**src/rtl/uart_transmitter.sv**
```systemverilog
// UART transmitter: start bit, DATA_BITS data bits LSB-first, stop period, all timed in 16x sample_ticks.
// A small FIFO in front of the framer lets the producer queue words while a frame is on the line.
module uart_transmitter #(
  parameter int DATA_BITS = 8,
  parameter int STOP_TICK = 16,
  parameter int FIFO_AW   = 2
) (
  input  logic                 CLK,
  input  logic                 RESET,
  input  logic                 sample_tick,
  input  logic                 tx_valid,
  input  logic [DATA_BITS-1:0] tx_data_in,
  output logic                 tx_ready,
  output logic                 tx_out,
  output logic                 tx_busy,
  output logic                 tx_done,
  output logic [FIFO_AW:0]     fifo_count
);

  localparam int DEPTH = 2**FIFO_AW;
  localparam int BW    = (DATA_BITS > 1) ? $clog2(DATA_BITS) : 1;

  typedef enum logic [1:0] {IDLE, START, DATA, STOP} state_t;

  state_t               state;
  logic [DATA_BITS-1:0] mem [DEPTH];
  logic [FIFO_AW-1:0]   wr_ptr, rd_ptr;
  logic [4:0]           tick;
  logic [BW-1:0]        nbits;
  logic [DATA_BITS-1:0] shift, shift_nxt;
  logic                 push, pop;

  assign tx_ready  = (fifo_count != (FIFO_AW+1)'(DEPTH));
  assign push      = tx_valid & tx_ready;
  // Pop looks only at the registered count, so a word pushed this cycle is not seen until the next.
  assign pop       = (state == IDLE) && (fifo_count != '0);
  assign shift_nxt = shift >> 1;

  always_ff @(posedge CLK) begin
    if (push && !RESET) mem[wr_ptr] <= tx_data_in;
  end

  always_ff @(posedge CLK) begin
    if (RESET) begin
      wr_ptr     <= '0;
      rd_ptr     <= '0;
      fifo_count <= '0;
    end else begin
      if (push) wr_ptr <= wr_ptr + FIFO_AW'(1);
      if (pop)  rd_ptr <= rd_ptr + FIFO_AW'(1);
      case ({push, pop})
        2'b10:   fifo_count <= fifo_count + (FIFO_AW+1)'(1);
        2'b01:   fifo_count <= fifo_count - (FIFO_AW+1)'(1);
        default: fifo_count <= fifo_count;
      endcase
    end
  end

  always_ff @(posedge CLK) begin
    if (RESET) begin
      state   <= IDLE;
      tick    <= '0;
      nbits   <= '0;
      shift   <= '0;
      tx_out  <= 1'b1;
      tx_busy <= 1'b0;
      tx_done <= 1'b0;
    end else begin
      tx_done <= 1'b0;
      case (state)
        IDLE: begin
          tx_out  <= 1'b1;
          tx_busy <= 1'b0;
          if (pop) begin
            shift   <= mem[rd_ptr];
            tick    <= '0;
            state   <= START;
            tx_out  <= 1'b0;
            tx_busy <= 1'b1;
          end
        end
        START: if (sample_tick) begin
          if (tick == 5'd15) begin
            tick   <= '0;
            nbits  <= '0;
            state  <= DATA;
            tx_out <= shift[0];
          end else tick <= tick + 5'd1;
        end
        DATA: if (sample_tick) begin
          if (tick == 5'd15) begin
            tick  <= '0;
            shift <= shift_nxt;
            if (nbits == BW'(DATA_BITS-1)) begin
              state  <= STOP;
              tx_out <= 1'b1;
            end else begin
              nbits  <= nbits + BW'(1);
              tx_out <= shift_nxt[0];
            end
          end else tick <= tick + 5'd1;
        end
        STOP: if (sample_tick) begin
          if (tick == 5'(STOP_TICK-1)) begin
            tick    <= '0;
            state   <= IDLE;
            tx_done <= 1'b1;
            tx_busy <= 1'b0;
            tx_out  <= 1'b1;
          end else tick <= tick + 5'd1;
        end
        default: begin
          state   <= IDLE;
          tick    <= '0;
          nbits   <= '0;
          tx_out  <= 1'b1;
          tx_busy <= 1'b0;
        end
      endcase
    end
  end

endmodule

```
**config.mk**
```make
export PLATFORM = sky130hd
export DESIGN_NAME = uart_transmitter
export DESIGN_NICKNAME = d
export VERILOG_FILES = /design/src/rtl/uart_transmitter.sv
export SDC_FILE = /design/constraint.sdc
export NUM_CORES = 1
export LEC_CHECK = 0
export CAP_MARGIN = 0
export CORE_AREA = 2 2 95 97
export CTS_BUF_LIST = sky130_fd_sc_hd__clkbuf_8
export CTS_CLUSTER_DIAMETER = 60
export CTS_CLUSTER_SIZE = 24
export DETAILED_ROUTE_END_ITERATION = 10
export DIE_AREA = 0 0 97 99
export GPL_TIMING_DRIVEN = 1
export PLACE_DENSITY_LB_ADDON = 0.15
export SYNTH_ARGS = -nofsm -noshare
export SYNTH_HDL_FRONTEND = slang
export SYNTH_SLANG_ARGS = --single-unit
```
**constraint.sdc**
```tcl
create_clock -name CLK -period 3.47 [get_ports CLK]
set_input_delay 1.041 -clock CLK [delete_from_list [all_inputs] [get_ports CLK]]
set_output_delay 1.041 -clock CLK [all_outputs]
set_load 0.02 [all_outputs]
```
# Yosys cells after proc, flatten, opt, wreduce, memory -nomap -nowiden
# Memories as Yosys holds them, arrays and structs flattened. A register that Yosys moved wholly into a read port is not among the register bits.
# Cells that the tools add are included.
[word_totals]
input_bits = 12
ff_bits = 28
out_inout_bits = 7
mem_count = 1
ram_bits = 32
wordCells = 97
[classes]
bitwise = 3
n_mux = 42
eq_ne = 18
add_sub_neg = 6
n_reduce_logical = 17
[memory_table]
columns = ["name", "depth", "width", "rd", "rd_clocked_by_memory_dff", "wr", "line_no", "text"]
rows = [
  ["mem", 4, 8, 1, 1, 1, "26", "logic [DATA_BITS-1:0] mem [DEPTH];"],
]
[op_table]
columns = ["op", "n"]
rows = [
  ["$mux 8", 3],
  ["$mux 2", 10],
  ["$ne 2x2->1 const B", 9],
  ["$pmux 8 s2", 1],
  ["$mux 3", 5],
  ["$mux 5", 3],
  ["$mux 1", 14],
  ["$pmux 3 s2", 2],
  ["$reduce_and 6->1", 2],
  ["$pmux 5 s2", 1],
  ["$pmux 2 s4", 1],
  ["$reduce_and 8->1", 1],
  ["$reduce_bool 2->1", 4],
  ["$add 3x1->3 const B", 2],
  ["$eq 2x2->1 const B", 3],
  ["$reduce_or 3->1", 2],
  ["$add 5x1->5 const B", 1],
  ["$eq 5x4->1 const B", 1],
  ["$add 2x1->2 const B", 2],
  ["$eq 2x1->1 const B", 2],
  ["$pmux 1 s4", 1],
  ["$reduce_and 4->1", 1],
  ["$eq 3x3->1 const B", 1],
  ["$ne 3x3->1 const B", 1],
  ["11 further kinds", 13],
]

# Logic depth before layout (Yosys ltp)
# Gate-level depths: netlist of the first run.
[logic_depth]
depth_word = 5
mapped_depth = 8

# Least setup slack after synthesis of the first run
# OpenSTA, ideal clock, no wires.
[synth_path]
path_kind = "in2reg"
start = "in tx_valid"
end = "reg fifo_count[2]"
required_ns = 3.399
setup_ns = 0.071
path_buffers = 0
stages = 6
setup_slack_ns = 1.061
arrival_time_ns = 2.338
cell_sequence = "nand2_4 -> ha_1 -> fa_1 -> xnor2_1 -> or3_2 -> a21oi_1"
[synth_via]
elab_chain_cells = 3
[synth_rtl]
columns = ["element", "line_no", "text"]
rows = [
  ["start: declaration", "11", "input logic tx_valid,"],
  ["$and 1x1->1 (*)", "34", "assign push = tx_valid & tx_ready;"],
  ["$eq 2x1->1 / $eq 2x2->1 (equally long branches)", "51", "case ({push, pop})"],
  ["$pmux 3 s2 / $reduce_bool 2->1 (equally long branches)", "n/a", ""],
  ["end signal: assignment", "52", "2'b10: fifo_count <= fifo_count + (FIFO_AW+1)'(1);"],
  ["end signal: assignment", "53", "2'b01: fifo_count <= fifo_count - (FIFO_AW+1)'(1);"],
  ["end signal: assignment", "54", "default: fifo_count <= fifo_count;"],
  ["end: declaration", "17", "output logic [FIFO_AW:0] fifo_count"],
]
# Mark *: on every way between the ends. The rest lies on a longest branch, timed or not.
# A chain may end at the register's enable or synchronous reset.

# Worst setup path after layout of the first run
[layout_path]
start = "reg fifo_count[2]"
end = "out tx_ready"
[layout_via]
elab_chain_cells = 1
[layout_rtl]
columns = ["element", "line_no", "text"]
rows = [
  ["$ne 3x3->1", "33", "assign tx_ready = (fifo_count != (FIFO_AW+1)'(DEPTH));"],
  ["end: declaration", "13", "output logic tx_ready,"],
]
# No other way between the ends.

==> out/metrics.yaml, run 1 <==
cts_root_buffer: "clkbuf_8"
crit_family: "buffers and inverters"
async_reset_ff_frac: 0
power.internal_mw: 1.75
rsz0062_at_grt: "no"
path_max_fanout: 7
fin_nets: 259
synth_most_common_cell: "edfxtp_1"
outcome: "completed"
crit_chain: "or3b_2, clkdlybuf4s50_1"
post_dp_cell_area_um2: 3050
synth_area_leaders: "edfxtp_1 35%, dfxtp_1 22%, mux4_2 6.6%"
grt_max_degree: 14
drv_slew: 0
diodes: 0
cts.clk_slew.worst_paths_ns: 0.07
ir_drop_uv: 287
crit_type: "reg2out"
slowest_delay_ns: 0.56
hpwl_mm: 3.58
skew_ns: 0.0104
worst_hold_slack_ns: 0.481
cp_num_buf_inv: 1
period_needed_ns: 2.95
utilization: 0.382
cp-startpoint: "fifo_count[2]$_SDFFE_PP0P_"
dpl.cell_count: 330
pwr-share-seq: 0.382
crit_required_ns: 2.43
rrSetupSlack_ns: 1.04
synth.distinct_cells: 55
drive_above_1_share: 0.164
p_per_area_nw_per_um2: 813
period_share: 0.849
synth_top_area_cell: "edfxtp_1"
post_cts_buffers: 0
wl_per_cell_um: 15.1
die-height_um: 99
antenna_found_initial: 0
syn_inst: 208
synth_commonest_cells: "32 x edfxtp_1, 30 x dfxtp_1, 17 x nor2_1"
insertion_delay_ns: 0.34
synth-seq-cells: 62
p_switching_mw: 0.906
cts_tree: "built"
antenna_left: 0
cap_violations: 0
syn_nets: 234
synth_top_area_frac: 0.349
hold_class: "reg2reg"
grt_pass1_wl_mm: 8.87
cp-start-kind: "flop"
synth-main-ff-cell: "edfxtp_1"
coreArea_um2: 8550
comb_power_share: 0.353
cts_made_buffers: 9
drtPass1Iterations: 4
vias: 1693
finalSetupViolCount: 0
clock_path_buffers: 2
r2r-end: "fifo_count[2]$_SDFFE_PP0P_"
hold_violations: 0
endpoint: "tx_ready"
clock.fmax_mhz: 339
gp_congestion: 0.746
r2r_cells: 8
synth.avg_cell_area_um2: 13.2
hold_buffers: 0
fin_area_um2: 3270
start_util: 0.322
dp_slack_ns: 0.426
cts_resized: 0
p_leak_nw: 1.22
synth_edf_count: 32
power_mw: 2.66
p_sw_frac: 0.340
finalSetupTns_ns: 0
wl_mm: 5.21
drc: 0
worst_slack_ns: 0.523
slew_headroom: 0.604
grt_pass1_vias: 1731
cts_htree_levels: 3
gr-total-overflow: 0
stdcell_count: 346
cp.arrival_ns: 1.91
fillCellCount: 849
portBuffers: 18
dieArea_um2: 9600
reg2reg_from: "state[0]$_SDFFE_PP0P_"
pwr-share-clk: 0.265
drtIter0Drc: 51
track_usage: 0.118
cts_sinks: 62
ys_seq_area_frac: 0.568
synthesis.area_um2: 2750
end_kind: "output pin"
rows: 34
die_x_um: 97
worst_path_max_delay_cell: "clkdlybuf4s50_1"
io_pins: 19
synth_warnings: 0
cp_num_cells: 2
area_growth_pct: 18.9
vias_per_cell: 4.89
worst_pin_slew_ns: 0.585
[how the worst min path moves through the flow]
stage	startpoint	to	slack, ns	depth (start not counted)
global route	tx_out$_SDFFE_PP1P_	tx_out$_SDFFE_PP1P_	0.50	1
floorplan	shift[7]$_SDFFE_PP0P_	shift[7]$_SDFFE_PP0P_	0.45	2
CTS	shift[7]$_SDFFE_PP0P_	shift[7]$_SDFFE_PP0P_	0.49	2
finish	tx_out$_SDFFE_PP1P_	tx_out$_SDFFE_PP1P_	0.48	1
detailed placement	nbits[1]$_SDFFE_PP0P_	nbits[1]$_SDFFE_PP0P_	0.48	1
global placement	tx_out$_SDFFE_PP1P_	tx_out$_SDFFE_PP1P_	0.46	1
[power groups by stage]
stage                     clock (mW)  combinational (mW)  sequential, mW
after detailed placement           0               0.947            1.04
after floorplan                    0               0.713            1.01
after global routing           0.766                1.05            1.04
after global placement             0               0.945            1.03
final                          0.705               0.939            1.02
after CTS                      0.737               0.951            1.02
[sequential cells by signal, indices dropped and copies added, names as in the netlist, named ones only]
| name | flops |
|---|---|
| fifo_count | 3 |
| mem | 32 |
| nbits | 3 |
| rd_ptr | 2 |
| shift | 8 |
| state | 2 |
| tick | 5 |
| tx_busy | 1 |
| tx_done | 1 |
| tx_out | 1 |
| wr_ptr | 2 |
[layer usage]
layer,GRT usage,vias to the layer above,share of wire
met3,0.0397,6,0.037
met2,0.189,27,0.48
met1,0.148,811,0.47
met4,0.0488,0,0.0092
li1,-,849,-
met5,0,-,0
[cell type report]
cell class / instances / area, um^2 / share of cell area
clock buffer: 10 / 138 / 0.0421
clock inverter: 6 / 87.6 / 0.0268
inverter: 6 / 22.5 / 0.00689
multi-input combinational: 134 / 1130 / 0.346
sequential: 62 / 1560 / 0.477
tap: 108 / 135 / 0.0413
timing repair buffer: 20 / 195 / 0.0597
[logic make-up after synthesis]
| kind of cell | synth area share |
|---|---|
| buffers and inverters | 0.0209 |
| muxes | 0.102 |
| AOI/OAI and AO/OA | 0.117 |
| and+or+nand+nor | 0.110 |
| xor gates and xnor gates | 0.0159 |
| adders and majority gates | 0.0664 |
| DFF | 0.568 |
[placed cells by master, fill, tap and decap left out, types with 2 or more instances in the layout]
cell	synthesis	layout
a21oi_1	16	16
o21ai_0	5	5
a211oi_1	2	2
clkdlybuf4s50_1	0	18
nor3b_1	2	2
clkinvlp_4	0	2
a22o_1	2	2
dfxtp_1	30	30
o211a_1	2	2
bufinv_16	0	2
xnor2_1	3	3
inv_1	4	5
nand3_1	4	4
clkbuf_8	1	10
o31ai_1	7	7
nor3_1	2	2
and2_2	4	4
mux4_2	8	8
edfxtp_1	32	32
buf_4	0	2
ha_1	13	13
nor2_1	17	17
xor2_1	2	2
mux2i_1	9	9
nand2_1	6	6
(Power assumes the default switching activity.)
==> inputs of run 2 (changes only) <==
clock period = 3.05 ns   (was 3.47 ns; I/O delays follow)
==> run 2 against run 1 <==
Compared with the run above: sequential share of layout area grew 0.89 points; register-to-register slack lost 0.43 ns; clock skew down 0.0057 ns; critical path depth unchanged; cell count down 0.29%; sequential power up 13%; cell area decreased by 1.8%; setup slack lost 0.29 ns; critical endpoint unchanged; highest routed layer unchanged.
==> out/metrics.yaml, run 2 (synthesis results as in run 1) <==
fin_nets: 258  # was 259
cts_tree: "built"  # unchanged
path_max_fanout: 7  # unchanged
cap_violations: 0  # unchanged
reg2reg_from: "state[0]$_SDFFE_PP0P_"  # unchanged
die_x_um: 97  # unchanged
io_pins: 19  # unchanged
grt_pass1_vias: 1764  # was 1731
outcome: "completed"  # unchanged
slew_headroom: 0.615  # was 0.604
final_common_cell: "edfxtp_1"  # unchanged
largest_reg_flops: 32  # unchanged
start_util: 0.322  # unchanged
dp_slack_ns: 0.144  # was 0.426 ns
area_growth_pct: 16.7  # was 18.9%
drtPass1Iterations: 4  # unchanged
worst_hold_slack_ns: 0.483  # was 0.481 ns
vias_per_cell: 4.94  # was 4.89
hold_class: "reg2reg"  # unchanged
finalSetupViolCount: 0  # unchanged
portBuffers: 18  # unchanged
p_switching_mw: 1.04  # was 0.906 mW
rows: 34  # unchanged
vias: 1703  # was 1693
die-height_um: 99  # unchanged
track_usage: 0.116  # was 0.118
crit_type: "reg2out"  # unchanged
p_leak_nw: 1.19  # was 1.22 nW
end_kind: "output pin"  # unchanged
grt_pass1_wl_mm: 8.59  # was 8.87 mm
period_needed_ns: 2.81
diodes: 0  # unchanged
antenna_left: 0  # unchanged
antenna_found_initial: 0  # unchanged
wl_per_cell_um: 14.6  # was 15.1 um
clock_path_buffers: 2  # unchanged
fillCellCount: 829  # was 849
endpoint: "tx_ready"  # unchanged
p_per_area_nw_per_um2: 889  # was 813 nW/um^2
hpwl_mm: 3.39  # was 3.58 mm
cts_made_buffers: 9  # unchanged
p_sw_frac: 0.365  # was 0.340
hold_violations: 0  # unchanged
r2r-end: "fifo_count[2]$_SDFFE_PP0P_"  # unchanged
gr-total-overflow: 0  # unchanged
dieArea_um2: 9600  # unchanged
cp-start-kind: "flop"  # unchanged
rsz0062_at_grt: "no"  # unchanged
worst_path_max_delay_cell: "clkdlybuf4s50_1"  # unchanged
top_register: "mem"  # unchanged
wl_met1_mm: 2.41  # was 2.47 mm
utilization: 0.375  # was 0.382
drtIter0Drc: 55  # was 51
comb_power_share: 0.373  # was 0.353
cp.arrival_ns: 1.90  # was 1.91 ns
gp_congestion: 0.681  # was 0.746
dr_wl_met2_mm: 2.40  # was 2.50 mm
insertion_delay_ns: 0.33  # was 0.34 ns
cts_htree_levels: 3  # unchanged
post_cts_buffers: 0  # unchanged
largest_registers: "mem: 32 flops, shift: 8 flops, tick: 5 flops"  # unchanged
wl_mm: 5.05  # was 5.21 mm
worst_slack_ns: 0.235  # was 0.523 ns
period_share: 0.923
coreArea_um2: 8550  # unchanged
worst_pin_slew_ns: 0.569  # was 0.585 ns
crit_required_ns: 2.13  # was 2.43 ns
clock.fmax_mhz: 355
cts_root_buffer: "clkbuf_8"  # unchanged
skew_ns: 0.00465  # was 0.0104 ns
crit_chain: "or3b_2, clkdlybuf4s50_1"  # unchanged
cts_sinks: 62  # unchanged
slowest_delay_ns: 0.56  # about the same
cp-startpoint: "fifo_count[2]$_SDFFE_PP0P_"  # unchanged
pwr-share-clk: 0.223  # was 0.265
cts.clk_slew.worst_paths_ns: 0.07  # about the same
drive_above_1_share: 0.156  # was 0.164
rrSetupSlack_ns: 0.61  # was 1.04 ns
power.internal_mw: 1.81  # was 1.75 mW
top_layer: "met4"  # unchanged
grt_max_degree: 23  # was 14
finalSetupTns_ns: 0  # unchanged
final_cell_mix: "32 x edfxtp_1, 30 x dfxtp_1, 18 x clkdlybuf4s50_1, 17 x nor2_1, 16 x a21oi_1"  # unchanged
pwr-share-seq: 0.404  # was 0.382
cts_resized: 0  # unchanged
drv_slew: 0  # unchanged
ir_drop_uv: 306  # was 287 uV
wl_met3_um: 177  # was 193 um
hold_buffers: 0  # unchanged
drc: 0  # unchanged
r2r_cells: 8  # unchanged
[run 2: through the flow]
stage / instances / instance area [um^2] / power [mW]
2_1_floorplan: 208 / 2750 / 1.96
3_5_place_dp: 329 / 3040 / 2.24
3_3_place_gp: 329 / 3040 / 2.25
5_1_grt: 345 / 3210 / 3.06
4_1_cts: 345 / 3210 / 2.90
6_report: 345 / 3210 / 2.86
[run 2: worst max-delay path: cells and delay by family, from the launching register on]
| family | cells | cell delay (ns) |
|---|---|---|
| flip-flops | 1 | 0.47 |
| buffers and inverters | 1 | 0.56 |
| AND/OR/NAND/NOR | 1 | 0.53 |
[run 2: area by class of cell]
type	count	area, um^2	share of cell area
Sequential cell	62	1560	0.486
Clock inverter	7	48.8	0.0152
Multi-Input combinational cell	134	1130	0.352
Clock buffer	9	124	0.0386
Tap cell	108	135	0.0421
Timing Repair Buffer	19	188	0.0585
Inverter	6	22.5	0.00701
[run 2: how the worst min path moves through the flow]
stage / from / end / slack (ns) / cells past startpoint
floorplan: shift[7]$_SDFFE_PP0P_ / shift[7]$_SDFFE_PP0P_ / 0.45 / 2
global placement: tx_out$_SDFFE_PP1P_ / tx_out$_SDFFE_PP1P_ / 0.46 / 1
detailed placement: nbits[1]$_SDFFE_PP0P_ / nbits[1]$_SDFFE_PP0P_ / 0.47 / 1
CTS: tick[4]$_SDFFE_PP0P_ / tick[4]$_SDFFE_PP0P_ / 0.49 / 1
global route: tx_out$_SDFFE_PP1P_ / tx_out$_SDFFE_PP1P_ / 0.50 / 1
finish: tx_out$_SDFFE_PP1P_ / tx_out$_SDFFE_PP1P_ / 0.48 / 1
[run 2: layer usage]
| metal | up-vias | global-route usage |
|---|---|---|
| met5 | - | 0 |
| met4 | 0 | 0.0574 |
| met3 | 6 | 0.0411 |
| met2 | 25 | 0.185 |
| met1 | 830 | 0.141 |
| li1 | 842 | - |
[run 2: power groups by stage]
stage	Combinational, mW	Sequential [mW]	Clock [mW]
after CTS	1.07	1.16	0.666
final	1.06	1.15	0.636
after global routing	1.18	1.18	0.698
after floorplan	0.811	1.15	0
after global placement	1.07	1.18	0
after detailed placement	1.06	1.18	0
==> inputs of run 3 (changes only) <==
CAP_MARGIN = default   (was 0)
SLEW_MARGIN = 25   (was default)
==> results of run 3 <==
Same layout as run 2: the final DEF is identical, and so are final timing and power.
